[src/rtl/pll_sup_pkg.sv]
// Shared types and constants for the PLL lock supervisor.
// Default cycle counts assume the 12 MHz board reference clock.
package pll_sup_pkg;

  typedef enum logic [1:0] {
    PLL_RST   = 2'd0,
    WAIT_LOCK = 2'd1,
    SETTLE    = 2'd2,
    RUN       = 2'd3
  } pll_sup_state_t;

  localparam int unsigned RETRY_MAX          = 15;
  localparam int unsigned DEF_PLL_RST_CYCLES = 12;     // 1 us
  localparam int unsigned DEF_TIMEOUT_CYCLES = 12000;  // 1 ms
  localparam int unsigned DEF_SETTLE_CYCLES  = 1200;   // 100 us
  localparam int unsigned DEF_TICK_DIV       = 12000;  // 1 kHz

  function automatic int unsigned max3(input int unsigned a, input int unsigned b,
                                       input int unsigned c);
    int unsigned m;
    m = (a > b) ? a : b;
    return (m > c) ? m : c;
  endfunction

endpackage

[src/rtl/sync2.sv]
// Two-flop synchronizer with asynchronous active-high reset to 0.
module sync2 (
  input  logic clk,
  input  logic rst,
  input  logic d,
  output logic q
);

  logic meta;

  always_ff @(posedge clk or posedge rst) begin
    if (rst) begin
      meta <= 1'b0;
      q    <= 1'b0;
    end else begin
      meta <= d;
      q    <= meta;
    end
  end

endmodule

[src/rtl/pll_lock_supervisor.sv]
// Sequences PLL reset, waits for a settled lock, and releases the PLL-domain reset.
// Optional heartbeat tick is built only when PLL_SUP_TICK_EN is defined.
module pll_lock_supervisor
  import pll_sup_pkg::*;
#(
  parameter int unsigned PLL_RST_CYCLES = DEF_PLL_RST_CYCLES,
  parameter int unsigned TIMEOUT_CYCLES = DEF_TIMEOUT_CYCLES,
  parameter int unsigned SETTLE_CYCLES  = DEF_SETTLE_CYCLES,
  parameter int unsigned TICK_DIV       = DEF_TICK_DIV
) (
  input  logic       clk,
  input  logic       rst,
  input  logic       pll_lock,
  output logic       pll_resetb,
  output logic       sys_rst,
  output logic       ready,
  output logic [3:0] retry_cnt,
  output logic       tick
);

  localparam int unsigned MAX_CYC = max3(PLL_RST_CYCLES, TIMEOUT_CYCLES, SETTLE_CYCLES);
  localparam int unsigned CNT_W   = (MAX_CYC > 1) ? $clog2(MAX_CYC) : 1;

  logic           lock_s;
  pll_sup_state_t state_q, state_d;
  logic [CNT_W-1:0] cnt_q, cnt_d;
  logic [3:0]     retry_q, retry_d;
  logic           pll_resetb_q, sys_rst_q, ready_q;

  sync2 u_lock_sync (
    .clk (clk),
    .rst (rst),
    .d   (pll_lock),
    .q   (lock_s)
  );

  always_comb begin
    state_d = state_q;
    cnt_d   = cnt_q + 1'b1;
    retry_d = retry_q;
    unique case (state_q)
      PLL_RST: begin
        if (cnt_q == CNT_W'(PLL_RST_CYCLES - 1)) begin
          state_d = WAIT_LOCK;
          cnt_d   = '0;
        end
      end
      WAIT_LOCK: begin
        if (lock_s) begin
          state_d = SETTLE;
          cnt_d   = '0;
        end else if (cnt_q == CNT_W'(TIMEOUT_CYCLES - 1)) begin
          state_d = PLL_RST;
          cnt_d   = '0;
          if (retry_q != 4'(RETRY_MAX)) retry_d = retry_q + 4'd1;
        end
      end
      SETTLE: begin
        // Lock loss wins even on the final settle cycle.
        if (!lock_s) begin
          state_d = WAIT_LOCK;
          cnt_d   = '0;
        end else if (cnt_q == CNT_W'(SETTLE_CYCLES - 1)) begin
          state_d = RUN;
          cnt_d   = '0;
        end
      end
      RUN: begin
        cnt_d = '0;
        if (!lock_s) state_d = WAIT_LOCK;
      end
      default: begin
        state_d = PLL_RST;
        cnt_d   = '0;
      end
    endcase
  end

  always_ff @(posedge clk or posedge rst) begin
    if (rst) begin
      state_q      <= PLL_RST;
      cnt_q        <= '0;
      retry_q      <= 4'd0;
      pll_resetb_q <= 1'b0;
      sys_rst_q    <= 1'b1;
      ready_q      <= 1'b0;
    end else begin
      state_q      <= state_d;
      cnt_q        <= cnt_d;
      retry_q      <= retry_d;
      // Decoded from next state so outputs move on the transition edge.
      pll_resetb_q <= (state_d != PLL_RST);
      sys_rst_q    <= (state_d != RUN);
      ready_q      <= (state_d == RUN);
    end
  end

  assign pll_resetb = pll_resetb_q;
  assign sys_rst    = sys_rst_q;
  assign ready      = ready_q;
  assign retry_cnt  = retry_q;

`ifdef PLL_SUP_TICK_EN
  localparam int unsigned TICK_W = (TICK_DIV > 1) ? $clog2(TICK_DIV) : 1;

  logic [TICK_W-1:0] tick_cnt_q;
  logic              tick_q;

  // Gated on next state so tick can never be high while ready is low.
  always_ff @(posedge clk or posedge rst) begin
    if (rst) begin
      tick_cnt_q <= '0;
      tick_q     <= 1'b0;
    end else if (state_d != RUN) begin
      tick_cnt_q <= '0;
      tick_q     <= 1'b0;
    end else if (tick_cnt_q == TICK_W'(TICK_DIV - 1)) begin
      tick_cnt_q <= '0;
      tick_q     <= 1'b1;
    end else begin
      tick_cnt_q <= tick_cnt_q + 1'b1;
      tick_q     <= 1'b0;
    end
  end

  assign tick = tick_q;
`else
  logic unused_tick_div;
  assign unused_tick_div = ^TICK_DIV;
  assign tick            = 1'b0;
`endif

endmodule

[config.mk]
export PLATFORM = sky130hd
export DESIGN_NAME = pll_lock_supervisor
export DESIGN_NICKNAME = d
export VERILOG_FILES = /design/src/rtl/pll_sup_pkg.sv /design/src/rtl/sync2.sv /design/src/rtl/pll_lock_supervisor.sv
export SDC_FILE = /design/constraint.sdc
export NUM_CORES = 1
export LEC_CHECK = 0
export BUFFER_PORTS_ARGS = -buffer_cell sky130_fd_sc_hd__buf_4
export CAP_MARGIN = 20
export CORE_MARGIN = 4
export CORE_UTILIZATION = 55
export DETAILED_ROUTE_END_ITERATION = 10
export PLACE_DENSITY = 0.79
export SETUP_SLACK_MARGIN = 0.4
export SLEW_MARGIN = 5
export SYNTH_ARGS = -nofsm -noshare
export SYNTH_HDL_FRONTEND = slang
export SYNTH_SLANG_ARGS = --single-unit
[constraint.sdc]
create_clock -name clk -period 4.19 [get_ports clk]
set_input_delay 0.2095 -clock clk [delete_from_list [all_inputs] [get_ports clk]]
set_output_delay 0.2095 -clock clk [all_outputs]
set_load 0.05 [all_outputs]
==> Word level (Yosys, flattened, before mapping) <==
Cells that the tools add are included.
{ "totals": {"regBits": 25, "input_bits": 3, "elab_cells": 36} }
{ "classes": {"addsub": 2, "n_eq_ne": 9, "muxes": 13, "n_bitwise": 1, "reduce_logical": 3} }
{ "ops": {"columns": ["op", "count"], "rows": [
  ["14-bit 2-to-1 mux", 5],
  ["14-bit case mux with 4 select lines", 1],
  ["14-bit by 1-bit adder with 14-bit output (second input constant)", 1],
  ["14-bit by 11-bit equality test with 1-bit output (second input constant)", 1],
  ["14-bit equality test (second input constant)", 1],
  ["14-bit by 4-bit equality test with 1-bit output (second input constant)", 1],
  ["2-bit 2-to-1 mux", 6],
  ["2-bit case mux with 4 select lines", 1],
  ["2-bit equality test (second input constant)", 3],
  ["4-bit by 1-bit adder with 4-bit output (second input constant)", 1],
  ["4-bit != test (second input constant)", 1],
  ["4-bit AND reduction", 1],
  ["2-bit by 1-bit equality test with 1-bit output (second input constant)", 1],
  ["2-bit zero test", 1],
  ["2-bit != test (second input constant)", 1],
  ["2-bit nonzero test", 1],
  ["1-bit inverter", 1]
]} }

==> Longest topological paths before layout <==
{ "depth": {"word_depth": 5, "depth_mapped": 7, "ltp_nobuf": 5} }

==> Modules after synthesis <==
A second synthesis with hierarchy kept.
{ "hier_totals": {"cells_unflattened": 118, "hier_area_um2": 1267.5} }
{ "modules_own_cells": {"columns": ["module", "n_inst", "cells_each", "area_each_um2", "seq_area_each_um2"], "rows": [
  ["pll_lock_supervisor", 1, 115, 1213.7, 576.8],
  ["sync2", 1, 3, 53.8, 50.0]
]} }

==> Worst setup path after synthesis <==
OpenSTA, ideal clock, no wires.
{ "synth_path": {"path_type": "register to register", "startpoint": "reg cnt_q[5]", "endpoint": "reg retry_q[1] (netlist: retry_cnt[1])", "t_arrival_ns": 1.979, "slack_ns": 2.083, "path_stages_with_launch": 6, "path_buffers": 1, "synth_period_minus_slack_ns": 2.107, "path_cell_list": "dfrtp_1 -> buf_6 -> or4b_1 -> or4_4 -> nor2_2 -> mux2_1"} }
{ "synth_between": {"elab_chain_cells": 2} }
{ "synth_rtl": {"columns": ["item", "line", "rtl"], "rows": [
  ["start: declaration", "pll_lock_supervisor.sv:26", "logic [CNT_W-1:0] cnt_q, cnt_d;"],
  ["start signal: assignment", "pll_lock_supervisor.sv:89", "cnt_q <= cnt_d;"],
  ["14-bit equality test", "pll_lock_supervisor.sv:52", "end else if (cnt_q == CNT_W'(TIMEOUT_CYCLES - 1)) begin"],
  ["4-bit AND reduction (no source line)", null, null],
  ["end signal: assignment", "pll_lock_supervisor.sv:90", "retry_q <= retry_d;"],
  ["end: declaration", "pll_lock_supervisor.sv:27", "logic [3:0] retry_q, retry_d;"]
]} }
Every way passes these cells.
A chain may end at the register's enable or synchronous reset.

==> Final worst setup path <==
{ "layout_path": {"startpoint": "reg cnt_q[0]", "endpoint": "reg cnt_q[1]"} }
{ "layout_between": {"elab_chain_cells": 4, "word_cells_on_any_way": 10, "cone_classes": "add/sub: 1; eq/ne: 3; mux: 6"} }
{ "layout_rtl": {"columns": ["item", "line", "rtl"], "rows": [
  ["14-bit by 1-bit adder with 14-bit output, or another cell as far along", "pll_lock_supervisor.sv:39", "cnt_d = cnt_q + 1'b1;"],
  ["14-bit 2-to-1 mux (on tied branches)", "pll_lock_supervisor.sv:63, pll_lock_supervisor.sv:52", null],
  ["14-bit 2-to-1 mux (on tied branches)", "pll_lock_supervisor.sv:60, pll_lock_supervisor.sv:49", null],
  ["14-bit case mux with 4 select lines (*)", "pll_lock_supervisor.sv:41", "unique case (state_q)"],
  ["net cnt_d[1]", "pll_lock_supervisor.sv:26", null]
]} }
Mark *: on every way through the listed nets, which the timed path passes. The rest lies on a longest branch.

==> qor.txt <==
Slowest stage delay, CP = 0.83 ns
P_int = 0.360 mW
Synth Area in Compound Gates = 0.100
Maximum buffer depth of the clock tree = 2
Combinational Power Share = 0.283
RD Place Congestion = 0.857
Final instance area = 0.00133 mm²
CTS buffer count = 3
Setup crit end kind = flip-flop
Synth Area in Simple Gates = 0.205
Setup TNS = 0 ns
Vias in the first global route = 902
Initial core utilization = 0.600
Static leakage = 0.552 nW
Outcome = completed
Detailed Route Iter0 Violations = 35
CTS root buffer = clkbuf_4
Final Max Tran Viols = 0
Fin crit share = 0.612
I/O pin cnt = 11
Largest net degree at the start of global routing = 26
Asr flop ratio synth = 1.00
Residual DRC = 0
Crit-path slowest cell = a22oi_1
Largest family of logic cells by synthesized area = simple AND/OR/NAND/NOR gates
Overall Power = 0.568 mW
Max cap viols = 0
Critical Path Fanout Max = 13
Via Count = 889
Syn Nets = 122
Synth Flop Type = dfrtp_1
Layout fillers = 166
Relative slew margins = 0.348
Post-place setup slack = 1.66 ns
Fraction of layout cells with a size suffix above 1 = 0.143
Post-route setup slack = 1.63 ns
IO buf count = 9
Reg2Reg Launch Point = cnt_q[0]
# diodes = 0
Dpl cell area = 0.00129 mm²
Chip width = 55.2 µm
DP HPWL = 1430 µm
Fin crit period = 2.56 ns
Post-CTS sizing = 0
Hold/Removal Path Class = in -> async
Critical-path cell list = ha_1 -> nor4b_1 -> nand4b_1 -> a22oi_1 -> a21boi_0
Post-synth EDFFs = 0
Register area = 627 µm²
Fin nets = 132
Req. time, crit path = 4.36 ns
Placement row count = 16
Hold slack = 0.0782 ns
Critical Path Source = cnt_q[0]
Clock latency on the worst-skew pair = 0.32 ns
Antenna violations before repair = 0
Multiplexer share of the synthesized area = 0.00918
Synth area leader = dfrtp_1
Worst clock skew = 0.00659 ns
Syn avg cell area = 10.5 µm²
Final wirelength = 2080 µm
Final setup fails = 0
Die Ht = 55.2 µm
Clk pwr share = 0.185
Global-route usage over all layers = 0.150
Seq pwr share = 0.531
Drt wl/cell = 13.6 µm
Sw Pwr = 0.208 mW
H-tree depth = 1
Path type of the worst setup path = reg -> reg
Final Hold Violating Endpoints = 0
First-pass GRT wire length = 3750 µm
TritonCTS clock tree = built
CP Launch Type = flip-flop
Post-Syn Instances = 117
Clock-pin slew on the worst setup and hold paths = 0.13 ns
Die ar. = 0.00305 mm²
Area growth syn-to-layout = 8.06%
Area taken by multi-input logic gates = 546 µm²
Largest cells by area after synthesis = dfrtp_1 (49%), xnor2_1 (7.1%), a21oi_1 (5.7%), xor2_1 (3.6%), nand3_1 (3.3%)
Worst Tran Pin Value = 0.978 ns
Mapped cell area = 0.00123 mm²
Pwr/cell area = 429 mW/mm²
Routed Antenna Nets = 0
Share of the synthesized area in the top cell type = 0.490
Post-synthesis sequential area ratio = 0.511
Core footprint = 0.00204 mm²
Ys Warns = 0
TritonCTS sink count = 25
RSZ-0062 raised after global routing = false
Critical path arrival = 2.74 ns
Drt via density = 5.81
Number of post-CTS setup repair buffers = 0
Drt pass-1 iters = 4
Post-Synth Adder-Cell Area = 0.0204
Max VDD drop = 0.258 mV
Max frequency = 390 MHz
Switching share of total power = 0.366
Xor-xnor portion of the synthesized cell area = 0.107
Synthesized flop and latch total = 25
Total gr overflow = 0
Distinct cells, synth = 35
==> cell type report <==
class,count,area share
Tap cell,27,0.0255
Multi-Input combinational cell,83,0.412
Timing Repair Buffer,10,0.0585
Inverter,4,0.0113
Sequential cell,25,0.473
Clock buffer,4,0.0198
==> critical path: cells and delay by family, from the launching register on <==
kind	cells	cell delay, ns
AO/OA/AOI/OAI	2	1.04
adder cells (fa/ha/maj)	1	0.33
flip-flops	1	0.43
AND/OR/NAND/NOR	2	0.61
==> logic make-up after synthesis <==
family,after synthesis
AND/OR/NAND/NOR,44
flip-flops,25
AO/OA/AOI/OAI,20
XOR/XNOR,15
buffers and inverters,9
adder cells (fa/ha/maj),2
other,1
multiplexers,1
==> metal layers <==
metal	up-vias	wire length [µm]	global-route usage
met3	5	140	0.0233
li1	432	-	-
met5	-	0	0
met1	415	952	0.203
met2	37	947	0.223
met4	0	40	0.0972
==> final timing paths <==
path                            endpoint  slack, ns  depth (start not counted)
max                             cnt_q[1]       1.63                          5
min                            cnt_q[12]       0.08                          2
max reg2reg                     cnt_q[1]       1.63                          5
min reg2reg                u_lock_sync.q       0.37                          0
max in group asynchronous     pll_resetb       3.55                          2
min in group clk           u_lock_sync.q       0.37                          0
==> power groups by stage <==
stage	clock [mW]	combinational [mW]	sequential (mW)
after global placement	0	0.157	0.304
after CTS	0.109	0.161	0.301
after detailed placement	0	0.160	0.306
after floorplan	0	0.109	0.325
after global routing	0.118	0.180	0.308
final	0.105	0.161	0.302
==> cells in the mapped netlist (all sizes together), types with 2 or more instances <==
cell type,instances
a21oi,14
buf,4
dfrtp,24
ha,2
inv,4
nand2,8
nand3,8
nand4,3
nor2,8
nor3,5
nor4,3
nor4b,2
xnor2,10
xor2,5
==> stage by stage <==
stage               utilization  instances
global route              0.649        153
floorplan                     -        117
CTS                       0.649        153
global placement          0.631        148
finish                    0.649        153
detailed placement        0.631        148
==> sequential cells by signal, indices dropped and copies added (netlist names) <==
name / flops
ready: 1
cnt_q: 14
retry_cnt: 4
sys_rst: 1
u_lock_sync.meta: 1
u_lock_sync.q: 1
state_q: 2
pll_resetb: 1
==> timing repair <==
action | 4_1_cts | 5_1_grt
endpoints found under the setup margin | 0 | 0
hold endpoints to repair | 1 | 0
hold buffers | 1 | 0
==> layout by cell type (no fill, tap or decap), drive strengths merged, types with 2 or more instances in the layout <==
master / Yosys / layout
dfrtp: 24 / 24
a21oi: 14 / 14
xnor2: 10 / 10
buf: 4 / 9
nand2: 8 / 8
nand3: 8 / 8
nor2: 8 / 8
xor2: 5 / 5
nor3: 5 / 5
inv: 4 / 4
clkbuf: 1 / 4
nand4: 3 / 3
nor4: 3 / 3
nor4b: 2 / 2
ha: 2 / 2
Note: power is estimated with default switching activity, not from simulation.
